## config.mk

```make
export PLATFORM = sky130hd
export DESIGN_NAME = vpu_issue_ctrl
export DESIGN_NICKNAME = d
export VERILOG_FILES = /design/src/rtl/vpu_issue_ctrl.sv
export SDC_FILE = /design/constraint.sdc
export NUM_CORES = 1
export LEC_CHECK = 0
export ABC_AREA = 1
export CAP_MARGIN = 15
export CORE_ASPECT_RATIO = 1.75
export CORE_MARGIN = 3
export CORE_UTILIZATION = 55
export CTS_BUF_LIST = sky130_fd_sc_hd__clkbuf_16
export CTS_CLUSTER_DIAMETER = 60
export DETAILED_ROUTE_END_ITERATION = 16
export DONT_BUFFER_PORTS = 1
export GPL_TIMING_DRIVEN = 0
export PLACE_DENSITY = 0.73
export SLEW_MARGIN = 20
export SYNTH_ARGS = -nofsm -noshare
export SYNTH_HDL_FRONTEND = slang
export SYNTH_SLANG_ARGS = --single-unit
```

## constraint.sdc

```tcl
create_clock -name clk -period 2.3 [get_ports clk]
set_clock_uncertainty 0.2 [all_clocks]
set_input_delay 0.23 -clock clk [delete_from_list [all_inputs] [get_ports clk]]
set_output_delay 0.23 -clock clk [all_outputs]
set_load 0.05 [all_outputs]
```

## src/rtl/vpu_issue_ctrl.sv

```systemverilog
// vpu_issue_ctrl: in-order op buffer and single-issue sequencer in front of
// the VPU fixed-latency execution counter. Ops are queued in a small FIFO,
// started one at a time, and delivered on a valid/ready writeback port.
// Optional build macro: VPU_ISSUE_TIMEOUT_EN adds a watchdog in WAIT that
// forces completion after TIMEOUT_CYCLES cycles and flags err_o.
module vpu_issue_ctrl #(
  parameter int OPCODE_WIDTH   = 5,
  parameter int DST_WIDTH      = 5,
  parameter int FIFO_DEPTH     = 4,
  parameter int TIMEOUT_CYCLES = 64
) (
  input  logic                    clk,
  input  logic                    rst_n,
  input  logic                    op_valid_i,
  output logic                    op_ready_o,
  input  logic [OPCODE_WIDTH-1:0] op_opcode_i,
  input  logic [DST_WIDTH-1:0]    op_dst_i,
  output logic                    exec_start_o,
  input  logic                    exec_done_i,
  output logic                    wb_valid_o,
  input  logic                    wb_ready_i,
  output logic [OPCODE_WIDTH-1:0] wb_opcode_o,
  output logic [DST_WIDTH-1:0]    wb_dst_o,
  output logic                    busy_o,
  output logic                    err_o
);

  localparam int PTR_W = $clog2(FIFO_DEPTH);
  localparam int CNT_W = $clog2(FIFO_DEPTH + 1);
  localparam int ENT_W = OPCODE_WIDTH + DST_WIDTH;

  // Reject parameter sets the pointer arithmetic cannot support.
  if (FIFO_DEPTH < 2 || (FIFO_DEPTH & (FIFO_DEPTH - 1)) != 0) begin : g_bad_depth
    $error("vpu_issue_ctrl: FIFO_DEPTH must be a power of 2 and at least 2");
  end
  if (TIMEOUT_CYCLES < 1) begin : g_bad_timeout
    $error("vpu_issue_ctrl: TIMEOUT_CYCLES must be at least 1");
  end

  typedef enum logic [1:0] {IDLE, START, WAIT, WB} state_t;

  state_t                  state_reg;
  logic [ENT_W-1:0]        mem [FIFO_DEPTH];
  logic [PTR_W-1:0]        wr_ptr_reg;
  logic [PTR_W-1:0]        rd_ptr_reg;
  logic [CNT_W-1:0]        count_reg;
  logic [OPCODE_WIDTH-1:0] wb_opcode_reg;
  logic [DST_WIDTH-1:0]    wb_dst_reg;
  logic                    err_reg;

  logic                    fifo_empty;
  logic                    fifo_full;
  logic                    push;
  logic                    pop;
  logic                    timeout_hit;
  logic                    complete;
  logic [OPCODE_WIDTH-1:0] head_opcode;
  logic [DST_WIDTH-1:0]    head_dst;

  assign fifo_empty = (count_reg == '0);
  assign fifo_full  = (count_reg == CNT_W'(FIFO_DEPTH));
  assign push       = op_valid_i && !fifo_full;
  // A real done always wins over the watchdog, so both count as completion.
  assign complete   = (state_reg == WAIT) && (exec_done_i || timeout_hit);
  assign pop        = complete;
  assign {head_opcode, head_dst} = mem[rd_ptr_reg];

  // Op storage: data only, no reset needed since occupancy is tracked by count.
  always_ff @(posedge clk) begin
    if (push) begin
      mem[wr_ptr_reg] <= {op_opcode_i, op_dst_i};
    end
  end

  // FIFO pointers and occupancy; simultaneous push and pop leave count unchanged.
  always_ff @(posedge clk or negedge rst_n) begin
    if (!rst_n) begin
      wr_ptr_reg <= '0;
      rd_ptr_reg <= '0;
      count_reg  <= '0;
    end else begin
      if (push) wr_ptr_reg <= wr_ptr_reg + PTR_W'(1);
      if (pop)  rd_ptr_reg <= rd_ptr_reg + PTR_W'(1);
      case ({push, pop})
        2'b10:   count_reg <= count_reg + CNT_W'(1);
        2'b01:   count_reg <= count_reg - CNT_W'(1);
        default: count_reg <= count_reg;
      endcase
    end
  end

`ifdef VPU_ISSUE_TIMEOUT_EN
  localparam int WD_W = $clog2(TIMEOUT_CYCLES + 1);
  logic [WD_W-1:0] wdog_reg;

  // Watchdog: held at zero outside WAIT so every WAIT entry starts fresh.
  always_ff @(posedge clk or negedge rst_n) begin
    if (!rst_n) begin
      wdog_reg <= '0;
    end else if (state_reg != WAIT) begin
      wdog_reg <= '0;
    end else begin
      wdog_reg <= wdog_reg + WD_W'(1);
    end
  end

  // Fires in the WAIT cycle in which the count reaches TIMEOUT_CYCLES.
  assign timeout_hit = (state_reg == WAIT) && (wdog_reg == WD_W'(TIMEOUT_CYCLES - 1));
`else
  assign timeout_hit = 1'b0;
`endif

  // Issue sequencer with the writeback holding registers and sticky error flag.
  always_ff @(posedge clk or negedge rst_n) begin
    if (!rst_n) begin
      state_reg     <= IDLE;
      wb_opcode_reg <= '0;
      wb_dst_reg    <= '0;
      err_reg       <= 1'b0;
    end else begin
      if (exec_done_i && state_reg != WAIT) err_reg <= 1'b1;
      if (timeout_hit && !exec_done_i)      err_reg <= 1'b1;
      case (state_reg)
        IDLE: begin
          if (!fifo_empty) state_reg <= START;
        end
        START: begin
          state_reg <= WAIT;
        end
        WAIT: begin
          if (complete) begin
            wb_opcode_reg <= head_opcode;
            wb_dst_reg    <= head_dst;
            state_reg     <= WB;
          end
        end
        WB: begin
          if (wb_ready_i) state_reg <= (!fifo_empty || push) ? START : IDLE;
        end
        default: state_reg <= IDLE;
      endcase
    end
  end

  assign op_ready_o   = !fifo_full;
  assign exec_start_o = (state_reg == START);
  assign wb_valid_o   = (state_reg == WB);
  assign wb_opcode_o  = wb_opcode_reg;
  assign wb_dst_o     = wb_dst_reg;
  assign busy_o       = !fifo_empty || (state_reg != IDLE);
  assign err_o        = err_reg;

endmodule

```

==> metrics.txt, run 1 <==
half-perimeter wire length after placement 2980 um; Setup-failing EPs final 0; Worst Max-Slew Pin Slew 0.971 ns; top_reg_cell synth edfxtp_1; kind of critical path flop to flop; Via density 5.26; worst hold slack 0.0348 ns; Syn Nets 255; DR WL/cell 15.0 um; share of cells above drive strength 1 0.118; post-synthesis cell type count 22; Max Root-Sink Buffers 2; 1st-iter DRT viols 57; clock-pin slew on the worst setup and hold paths 0.05 ns; yosys warns 0; post-synthesis compound-gate area fraction 0.0528; H-tree levels 3; commonest cells in the synthesized netlist 49 x nand2_1, 49 x nor2_1, 40 x edfxtp_1, 20 x dfrtp_1, 19 x o21ai_1; Simple-Gate Fraction of Synth Area 0.158; Die ar. 5540 um2; area grow syn2layout 20.6%; xor and xnor fraction of the mapped netlist area 0.0137; gp weighted congestion 0.737; LEAKAGE 1.32 nW; DRC Markers 0; WP data arrival 2.18 ns; setup ws final 0.112 ns; worst endpoint required time 2.29 ns; clock net sink count 60; pin count of the biggest net entering global routing 21; Starting Density 0.576; Worst Path Max Fanout 3; Power Dens Cells 1480 nW/um2; ANT cells 0; Synth area leader edfxtp_1; core area 4440 um2; Most flops, register mem; Die Ht 96.2 um; share of flip-flops with an asynchronous set or reset 0.333; die width 57.6 um; HP Class input port to flop; vias in the first global route 1,627; wirelength, routed 4690 um; Seq/Total Area, Yosys 0.665; Tot GR Track Use 0.188; largest family of logic cells by synthesized area simple AND/OR/NAND/NOR gates; final core utilization 0.694; Max Cap Viol 0; initial antenna violation count 0; clk_lat worst skew 0.32 ns; Syn Inst Count 229; synth top area cells edfxtp_1 47%, dfrtp_1 20%, nand2_1 7.2%; root buffer cell clkbuf_16; fmax 457 MHz; Yosys reg bits 60; run status finished, final reports clean; vias 1,647; CTS tree yes; Synth Area in Adders 0.0567; I/O pin count 30; Total Power 0.00457 W; unrepaired setup endpoints after global routing false; row count 32; final worst path period share 0.951; # fillers 297; drt pass-1 iters 4; Routed Antenna Nets 0; mux contribution to synthesized area 0.00440; share of the synthesized area in the top cell type 0.469; first-pass GRT wire length 7200 um; Post-synth EDFFs 40; Cell Area, Synth 2560 um2; Worst setup EP type flop; crit path launch type flop; Worst R2R Setup Slack 0.11 ns; Slew HR 0.350; max reg flops 40; max-slew violations 0; Max IR drop VDD 1.12 mV; gr ovfl total 0; Nets 283; cts bufs inserted 9; count of final hold-check violations 0; pre-CTS worst setup slack -0.177 ns; Period minus WS final 2.19 ns; syn_area_per_cell 11.2 um2; port buffer count 0
-- logic make-up after synthesis --
logic type	Yosys count
XOR/XNOR	4
multiplexers	1
AO/OA/AOI/OAI	26
adder cells (fa/ha/maj)	11
flip-flops	60
buffers and inverters	23
AND/OR/NAND/NOR	104
-- layout make-up --
cell class                 count  area [um2]  area share
clock inverter                 7        52.6      0.0170
sequential                    60        1700       0.551
buffer                         7        65.1      0.0211
tap                           51        63.8      0.0207
clock buffer                   9         225      0.0730
multi-input combinational    146         757       0.245
inverter                      16        60.1      0.0195
timing repair buffer          17         160      0.0519
-- placed cells by master, fill, tap and decap left out, types with 3 or more instances in the layout --
| master | netlist | layout |
|---|---|---|
| edfxtp_1 | 40 | 40 |
| dlygate4sd3_1 | 0 | 13 |
| dfrtp_1 | 20 | 20 |
| o21ai_1 | 19 | 20 |
| nor2_1 | 49 | 47 |
| clkinv_1 | 0 | 3 |
| xor2_1 | 3 | 3 |
| clkbuf_16 | 0 | 9 |
| ha_1 | 10 | 8 |
| nand3_1 | 4 | 4 |
| buf_6 | 5 | 5 |
| buf_4 | 0 | 4 |
| nand2_1 | 49 | 47 |
| inv_1 | 14 | 17 |
-- timing repair --
| action | 4_1_cts | 5_1_grt |
|---|---|---|
| setup endpoints to repair | 32 | 14 |
| hold buffers | 13 | 0 |
| buffers inserted | 2 | 2 |
| resized for setup | 3 | 5 |
| pin swaps | 1 | 0 |
| hold endpoints to repair | 64 | 0 |
-- final timing paths --
kind                                        endpoint                      from  depth (start not counted)
hold / removal              state_reg[0]$_DFFE_PN0P_                op_valid_i                          6
max in group asynchronous  wr_ptr_reg[1]$_DFFE_PN0P_                     rst_n                          1
min in group asynchronous  rd_ptr_reg[1]$_DFFE_PN0P_                     rst_n                          1
setup reg to reg            count_reg[2]$_DFFE_PN0P_  state_reg[0]$_DFFE_PN0P_                         10
setup / recovery            count_reg[2]$_DFFE_PN0P_  state_reg[0]$_DFFE_PN0P_                         10
hold reg to reg              wb_dst_o[0]$_DFFE_PN0P_       mem[1][0]$_DFFE_PP_                          4
-- per-stage QoR --
step | TNS, ns | std cells | cell area (um2)
6_report | 0 | 313 | 3090
5_1_grt | 0 | 313 | 3090
4_1_cts | 0 | 311 | 3060
3_5_place_dp | -0.323 | 280 | 2630
3_3_place_gp | -0.225 | 280 | 2630
2_1_floorplan | 0 | 229 | 2560
-- worst max-delay path: stages (launching register included) --
cell	delay (ns)
dfrtp_1	0.36
inv_1	0.09
ha_2	0.20
nand2_2	0.07
inv_1	0.07
buf_6	0.12
ha_2	0.19
fa_1	0.38
a21oi_1	0.15
o21ai_1	0.09
xor2_1	0.15
-- power breakdown --
part | leakage (nW) | switching (W) | internal (W)
clock | 0.146 | 0.000402 | 0.000811
combinational | 0.573 | 0.000909 | 0.000523
sequential | 0.605 | 0.000450 | 0.00148
-- per-layer routing --
| metal | share of wire | global-route usage | routed length (um) |
|---|---|---|---|
| met5 | 0 | 0 | 0 |
| met3 | 0.061 | 0.0537 | 286 |
| met1 | 0.36 | 0.169 | 1690 |
| met4 | 0.041 | 0.166 | 194 |
| met2 | 0.54 | 0.328 | 2530 |
No activity file was read; power rests on OpenSTA's default activity.
==> run 2: changes to the inputs <==
Settings changed: SETUP_SLACK_MARGIN from default to 0.02.
==> run 2 against run 1 <==
  * Global-route usage grew 0.14 points
  * Utilization grew 0.23 points
  * Fmax grew 0.20%
  * Register-to-register slack is essentially flat
  * Via count grew 0.36%
  * Total power grew 0.17%
  * Highest routed layer unchanged
==> metrics.txt, run 2 (same netlist as run 1, synthesis figures left out) <==
Routed Antenna Nets 0 (unchanged); core area 4440 um2 (unchanged); CP top delay family adder cells; instance count on the critical path 10 (unchanged); Max Root-Sink Buffers 2 (unchanged); Die Ht 96.2 um (unchanged); pin count of the biggest net entering global routing 21 (unchanged); WP buf/inv 3 (unchanged); I/O pin count 30 (unchanged); R2R cell count 10 (unchanged); gp weighted congestion 0.737 (unchanged); Setup-failing EPs final 0 (unchanged); crit path launch type flop; worst endpoint required time 2.29 ns (about the same); clock net sink count 60 (unchanged); gr ovfl total 0 (unchanged); final worst path period share 0.950 (-0.00191); share of cells above drive strength 1 0.122 (+0.00335); Nets 284 (+0.35%); wirelength, routed 4720 um (+0.60%); unrepaired setup endpoints after global routing false; hold endpoint state_reg[0]$_DFFE_PN0P_; FF-to-FF End count_reg[2]$_DFFE_PN0P_; Worst Path Max Fanout 3 (unchanged); Die ar. 5540 um2 (unchanged); Worst Max-Slew Pin Slew 0.949 ns (-0.0221 ns); area grow syn2layout 21.0%; final core utilization 0.697 (+0.00225); vias 1,653 (+0.36%); Starting Density 0.576 (unchanged); port buffer count 0 (unchanged); max reg flops 40 (unchanged); most frequent CP cell ha_2; HP Class input port to flop; drt pass-1 iters 4 (unchanged); first-pass GRT wire length 7260 um (+0.86%); die width 57.6 um (unchanged); setup ws final 0.116 ns (+0.00439 ns); hold_sp op_valid_i; Via density 5.26 (about the same); ANT cells 0 (unchanged); Period minus WS final 2.18 ns (-0.00439 ns); Max Cap Viol 0 (unchanged); Most flops, register mem; vias in the first global route 1,633 (+0.37%); RR Startpoint state_reg[0]$_DFFE_PN0P_; Tot GR Track Use 0.189 (+0.00142); Max IR drop VDD 1.13 mV (about the same); root buffer cell clkbuf_16; Total Power 0.00458 W (+0.17%); row count 32 (unchanged); max-slew violations 0 (unchanged); Power Dens Cells 1480 nW/um2 (-0.15%); Worst R2R Setup Slack 0.12 ns (about the same); crit-path cells inv_2 -> ha_2 -> nand2_2 -> inv_1 -> buf_6 -> ha_2 -> fa_1 -> a21oi_1 -> o21ai_1 -> xor2_1; CP max stage delay 0.38 ns (about the same); most frequent cells in the layout 47 x nor2_1, 47 x nand2_1, 40 x edfxtp_1, 20 x o21ai_1, 20 x dfrtp_1; count of final hold-check violations 0 (unchanged); clk_lat worst skew 0.32 ns (about the same); pre-CTS worst setup slack -0.177 ns (unchanged); clock-pin slew on the worst setup and hold paths 0.05 ns (about the same); Worst setup EP type flop; CTS tree yes; LEAKAGE 1.33 nW (+0.19%); DRC Markers 0 (unchanged); kind of critical path flop to flop; DR WL/cell 15.0 um (+0.28%); slowest CP cell dfrtp_1; H-tree levels 3 (unchanged); Hold Path Stages 6 (unchanged); run status finished, final reports clean; 1st-iter DRT viols 72 (+26%); cts bufs inserted 9 (unchanged); initial antenna violation count 0 (unchanged); half-perimeter wire length after placement 2980 um (unchanged); Slew HR 0.365 (+0.0148); fmax 458 MHz (+0.20%); WP data arrival 2.18 ns (about the same)
## run 2: tightest hold or removal path: stages
cell     delay (ns)
inv_1          0.02
nand3_1        0.08
nand2_1        0.05
nand3_1        0.06
nand2_1        0.04
nand2_1        0.05
## run 2: worst max path at each step
stage | startpoint | endpoint | slack (ns)
global placement | state_reg[0]$_DFFE_PN0P_ | count_reg[2]$_DFFE_PN0P_ | -0.15
global route | state_reg[0]$_DFFE_PN0P_ | count_reg[2]$_DFFE_PN0P_ | 0.03
finish | state_reg[0]$_DFFE_PN0P_ | count_reg[2]$_DFFE_PN0P_ | 0.12
detailed placement | state_reg[0]$_DFFE_PN0P_ | count_reg[2]$_DFFE_PN0P_ | -0.18
floorplan | state_reg[0]$_DFFE_PN0P_ | count_reg[2]$_DFFE_PN0P_ | 0.03
CTS | state_reg[0]$_DFFE_PN0P_ | count_reg[2]$_DFFE_PN0P_ | 0.02
## run 2: timing repair
action,in CTS,in global routing
gates resized for setup,3,6
buffers inserted,2,2
pin swaps,1,0
endpoints found under the setup margin,42,37
hold buffers,14,0
hold endpoints to repair,64,0
## run 2: area by class of cell
type | instances | area [um2]
timing repair buffer | 18 | 170
sequential | 60 | 1700
inverter | 16 | 60.1
clock buffer | 9 | 225
fill | 296 | 1350
buffer | 7 | 65.1
clock inverter | 7 | 52.6
tap | 51 | 63.8
multi-input combinational | 146 | 757
## run 2: report_power, final
group,switching (W),internal [W]
registers,0.000451,0.00148
logic,0.000912,0.000528
clock network,0.000400,0.000811
## run 2: stage by stage
| step | cell area (um2) | hold WS (ns) | setup TNS [ns] | instances |
|---|---|---|---|---|
| 3_5_place_dp | 2630 | -0.265 | -0.323 | 280 |
| 2_1_floorplan | 2560 | -0.266 | 0 | 229 |
| 6_report | 3100 | 0.0386 | 0 | 314 |
| 4_1_cts | 3070 | 0.0201 | 0 | 312 |
| 3_3_place_gp | 2630 | -0.265 | -0.225 | 280 |
| 5_1_grt | 3100 | 0.0644 | 0 | 314 |
## run 2: routing by layer
layer / track usage / vias to the layer above / part of all wire
met5: 0 / - / 0
met4: 0.166 / 0 / 0.041
met3: 0.0523 / 18 / 0.057
met2: 0.331 / 55 / 0.54
met1: 0.172 / 773 / 0.36
li1: - / 807 / -
==> run 3: changes to the inputs <==
Settings changed: SKIP_CTS_REPAIR_TIMING from default to 1.
==> run 3 against run 2 <==
  * The flow now finishes with violations (negative hold slack)
  * Cell area down 0.40%
  * Clock-buffer cell count unchanged
  * Wire length down 0.83%
  * Via count down 1.6%
  * Clock power about the same
  * Sequential power about the same
  * Die area unchanged
  * First-iteration DRC count down 22%
  * Sequential share of layout area up 0.22 points
  * Global-route usage down 0.99 points
  * Worst hold slack worse by 0.040 ns
==> metrics.txt, run 3 (same netlist as run 1, synthesis figures left out) <==
ANT cells 0 (unchanged); 1st-iter DRT viols 56 (-22%); Via density 5.20 (-1.3%); met2 WL 2540 um (-0.59%); Setup-failing EPs final 0 (unchanged); half-perimeter wire length after placement 2980 um (unchanged); die width 57.6 um (unchanged); FF-to-FF End count_reg[2]$_DFFE_PN0P_; DR top layer met4; hold endpoint wb_dst_o[2]$_DFFE_PN0P_; Die Ht 96.2 um (unchanged); hold_sp exec_done_i; row count 32 (unchanged); Power Dens Cells 1480 nW/um2 (+0.24%); Worst setup EP type flop; Starting Density 0.576 (unchanged); Period minus WS final 2.23 ns (+0.0442 ns); LEAKAGE 1.32 nW (-0.14%); crit path launch type flop; count of final hold-check violations 1 (+1); met3 WL 230 um (-14%); violated checks negative hold slack; gp weighted congestion 0.737 (unchanged); Routed Antenna Nets 0 (unchanged); kind of critical path flop to flop; Area after DPL 2630 um2 (unchanged); clock net sink count 60 (unchanged); gr ovfl total 0 (unchanged); Final Cell Area 3080 um2 (-0.40%); Worst R2R Setup Slack 0.07 ns (-0.04 ns); worst hold slack -0.00115 ns (-0.0398 ns); final cell count without fillers 313 (-0.32%); vias 1,627 (-1.6%); final core utilization 0.694 (-0.00282); Hold Path Stages 4 (-2); core area 4440 um2 (unchanged); unrepaired setup endpoints after global routing false; Max IR drop VDD 1.12 mV (-0.36%); max reg flops 40 (unchanged); max-slew violations 0 (unchanged); area grow syn2layout 20.5%; port buffer count 0 (unchanged); Nets 283 (-0.35%); placed instance count 280 (unchanged); clk_lat worst skew 0.32 ns (about the same); wirelength, routed 4680 um (-0.83%); drt pass-1 iters 4 (unchanged); root buffer cell clkbuf_16; initial antenna violation count 0 (unchanged); Worst Max-Slew Pin Slew 0.959 ns (+0.00982 ns); cts bufs inserted 9 (unchanged); R2R cell count 10 (unchanged); I/O pin count 30 (unchanged); H-tree levels 3 (unchanged); Max Root-Sink Buffers 2 (unchanged); fmax 449 MHz (-2.0%); first-pass GRT wire length 6810 um (-6.2%); Most flops, register mem; Worst Path Max Fanout 3 (unchanged); CTS tree yes; vias in the first global route 1,527 (-6.5%); DRC Markers 0 (unchanged); DR WL/cell 15.0 um (-0.51%); run status complete, but fails checks; worst endpoint required time 2.30 ns (about the same); RR Startpoint state_reg[0]$_DFFE_PN0P_; Die ar. 5540 um2 (unchanged); WP data arrival 2.22 ns (+0.04 ns); final worst path period share 0.969 (+0.0192); most frequent cells in the layout 47 x nor2_1, 47 x nand2_1, 40 x edfxtp_1, 20 x o21ai_1, 20 x dfrtp_1; share of cells above drive strength 1 0.118 (-0.00335); clock-pin slew on the worst setup and hold paths 0.05 ns (about the same); Slew HR 0.359 (-0.00657); wl on met1 1720 um (+1.1%); Tot GR Track Use 0.179 (-0.00993); pin count of the biggest net entering global routing 21 (unchanged); Max Cap Viol 0 (unchanged); HP Class input port to flop
[run 3: cell types whose count changed in the layout (fill, tap and decap cells not counted)]
| cell | before | now |
|---|---|---|
| ha_1 | 8 | 9 |
| ha_2 | 2 | 1 |
| dlygate4sd3_1 | 14 | 13 |
[run 3: worst max path at each step]
| stage | from | end | slack, ns | cells after the start |
|---|---|---|---|---|
| finish | state_reg[0]$_DFFE_PN0P_ | count_reg[2]$_DFFE_PN0P_ | 0.07 | 10 |
| global route | state_reg[0]$_DFFE_PN0P_ | count_reg[2]$_DFFE_PN0P_ | 0.002 | 10 |
| CTS | state_reg[0]$_DFFE_PN0P_ | count_reg[2]$_DFFE_PN0P_ | -0.20 | 10 |
| detailed placement | state_reg[0]$_DFFE_PN0P_ | count_reg[2]$_DFFE_PN0P_ | -0.18 | 10 |
| global placement | state_reg[0]$_DFFE_PN0P_ | count_reg[2]$_DFFE_PN0P_ | -0.15 | 10 |
| floorplan | state_reg[0]$_DFFE_PN0P_ | count_reg[2]$_DFFE_PN0P_ | 0.03 | 10 |
[run 3: metrics by stage]
step                      total power, W  setup slack (ns)  setup TNS (ns)
after floorplan                  0.00298            0.0272               0
after global placement           0.00323            -0.151          -0.225
after detailed placement         0.00328            -0.177          -0.323
after CTS                        0.00450            -0.196          -0.596
after global routing             0.00484           0.00188               0
final                            0.00457            0.0719               0
[run 3: cell type report]
type                       instances  area, um2
clock buffer                       9        225
multi-input combinational        146        754
fill                             299       1360
timing repair buffer              17        160
tap                               51       63.8
sequential                        60       1700
inverter                          16       60.1
buffer                             7       65.1
clock inverter                     7       52.6
[run 3: where the power goes]
part	switching [W]	total, W	leakage, nW	internal [W]
Sequential	0.000453	0.00193	0.605	0.00148
Combinational	0.000903	0.00142	0.573	0.000522
Clock	0.000406	0.00122	0.146	0.000811
Total	0.00176	0.00457	1.32	0.00281
[run 3: routing by layer]
metal / track usage / up-vias
met4: 0.159 / 0
met2: 0.310 / 47
met5: 0 / -
li1: - / 803
met3: 0.0617 / 16
met1: 0.158 / 761
[run 3: critical path, cell delays in order (launching register included)]
cell     delay [ns]
dfrtp_1        0.39
inv_2          0.07
ha_1           0.23
nand2_2        0.08
inv_1          0.08
buf_6          0.13
ha_2           0.18
fa_1           0.38
a21oi_1        0.13
o21ai_1        0.08
xor2_1         0.15
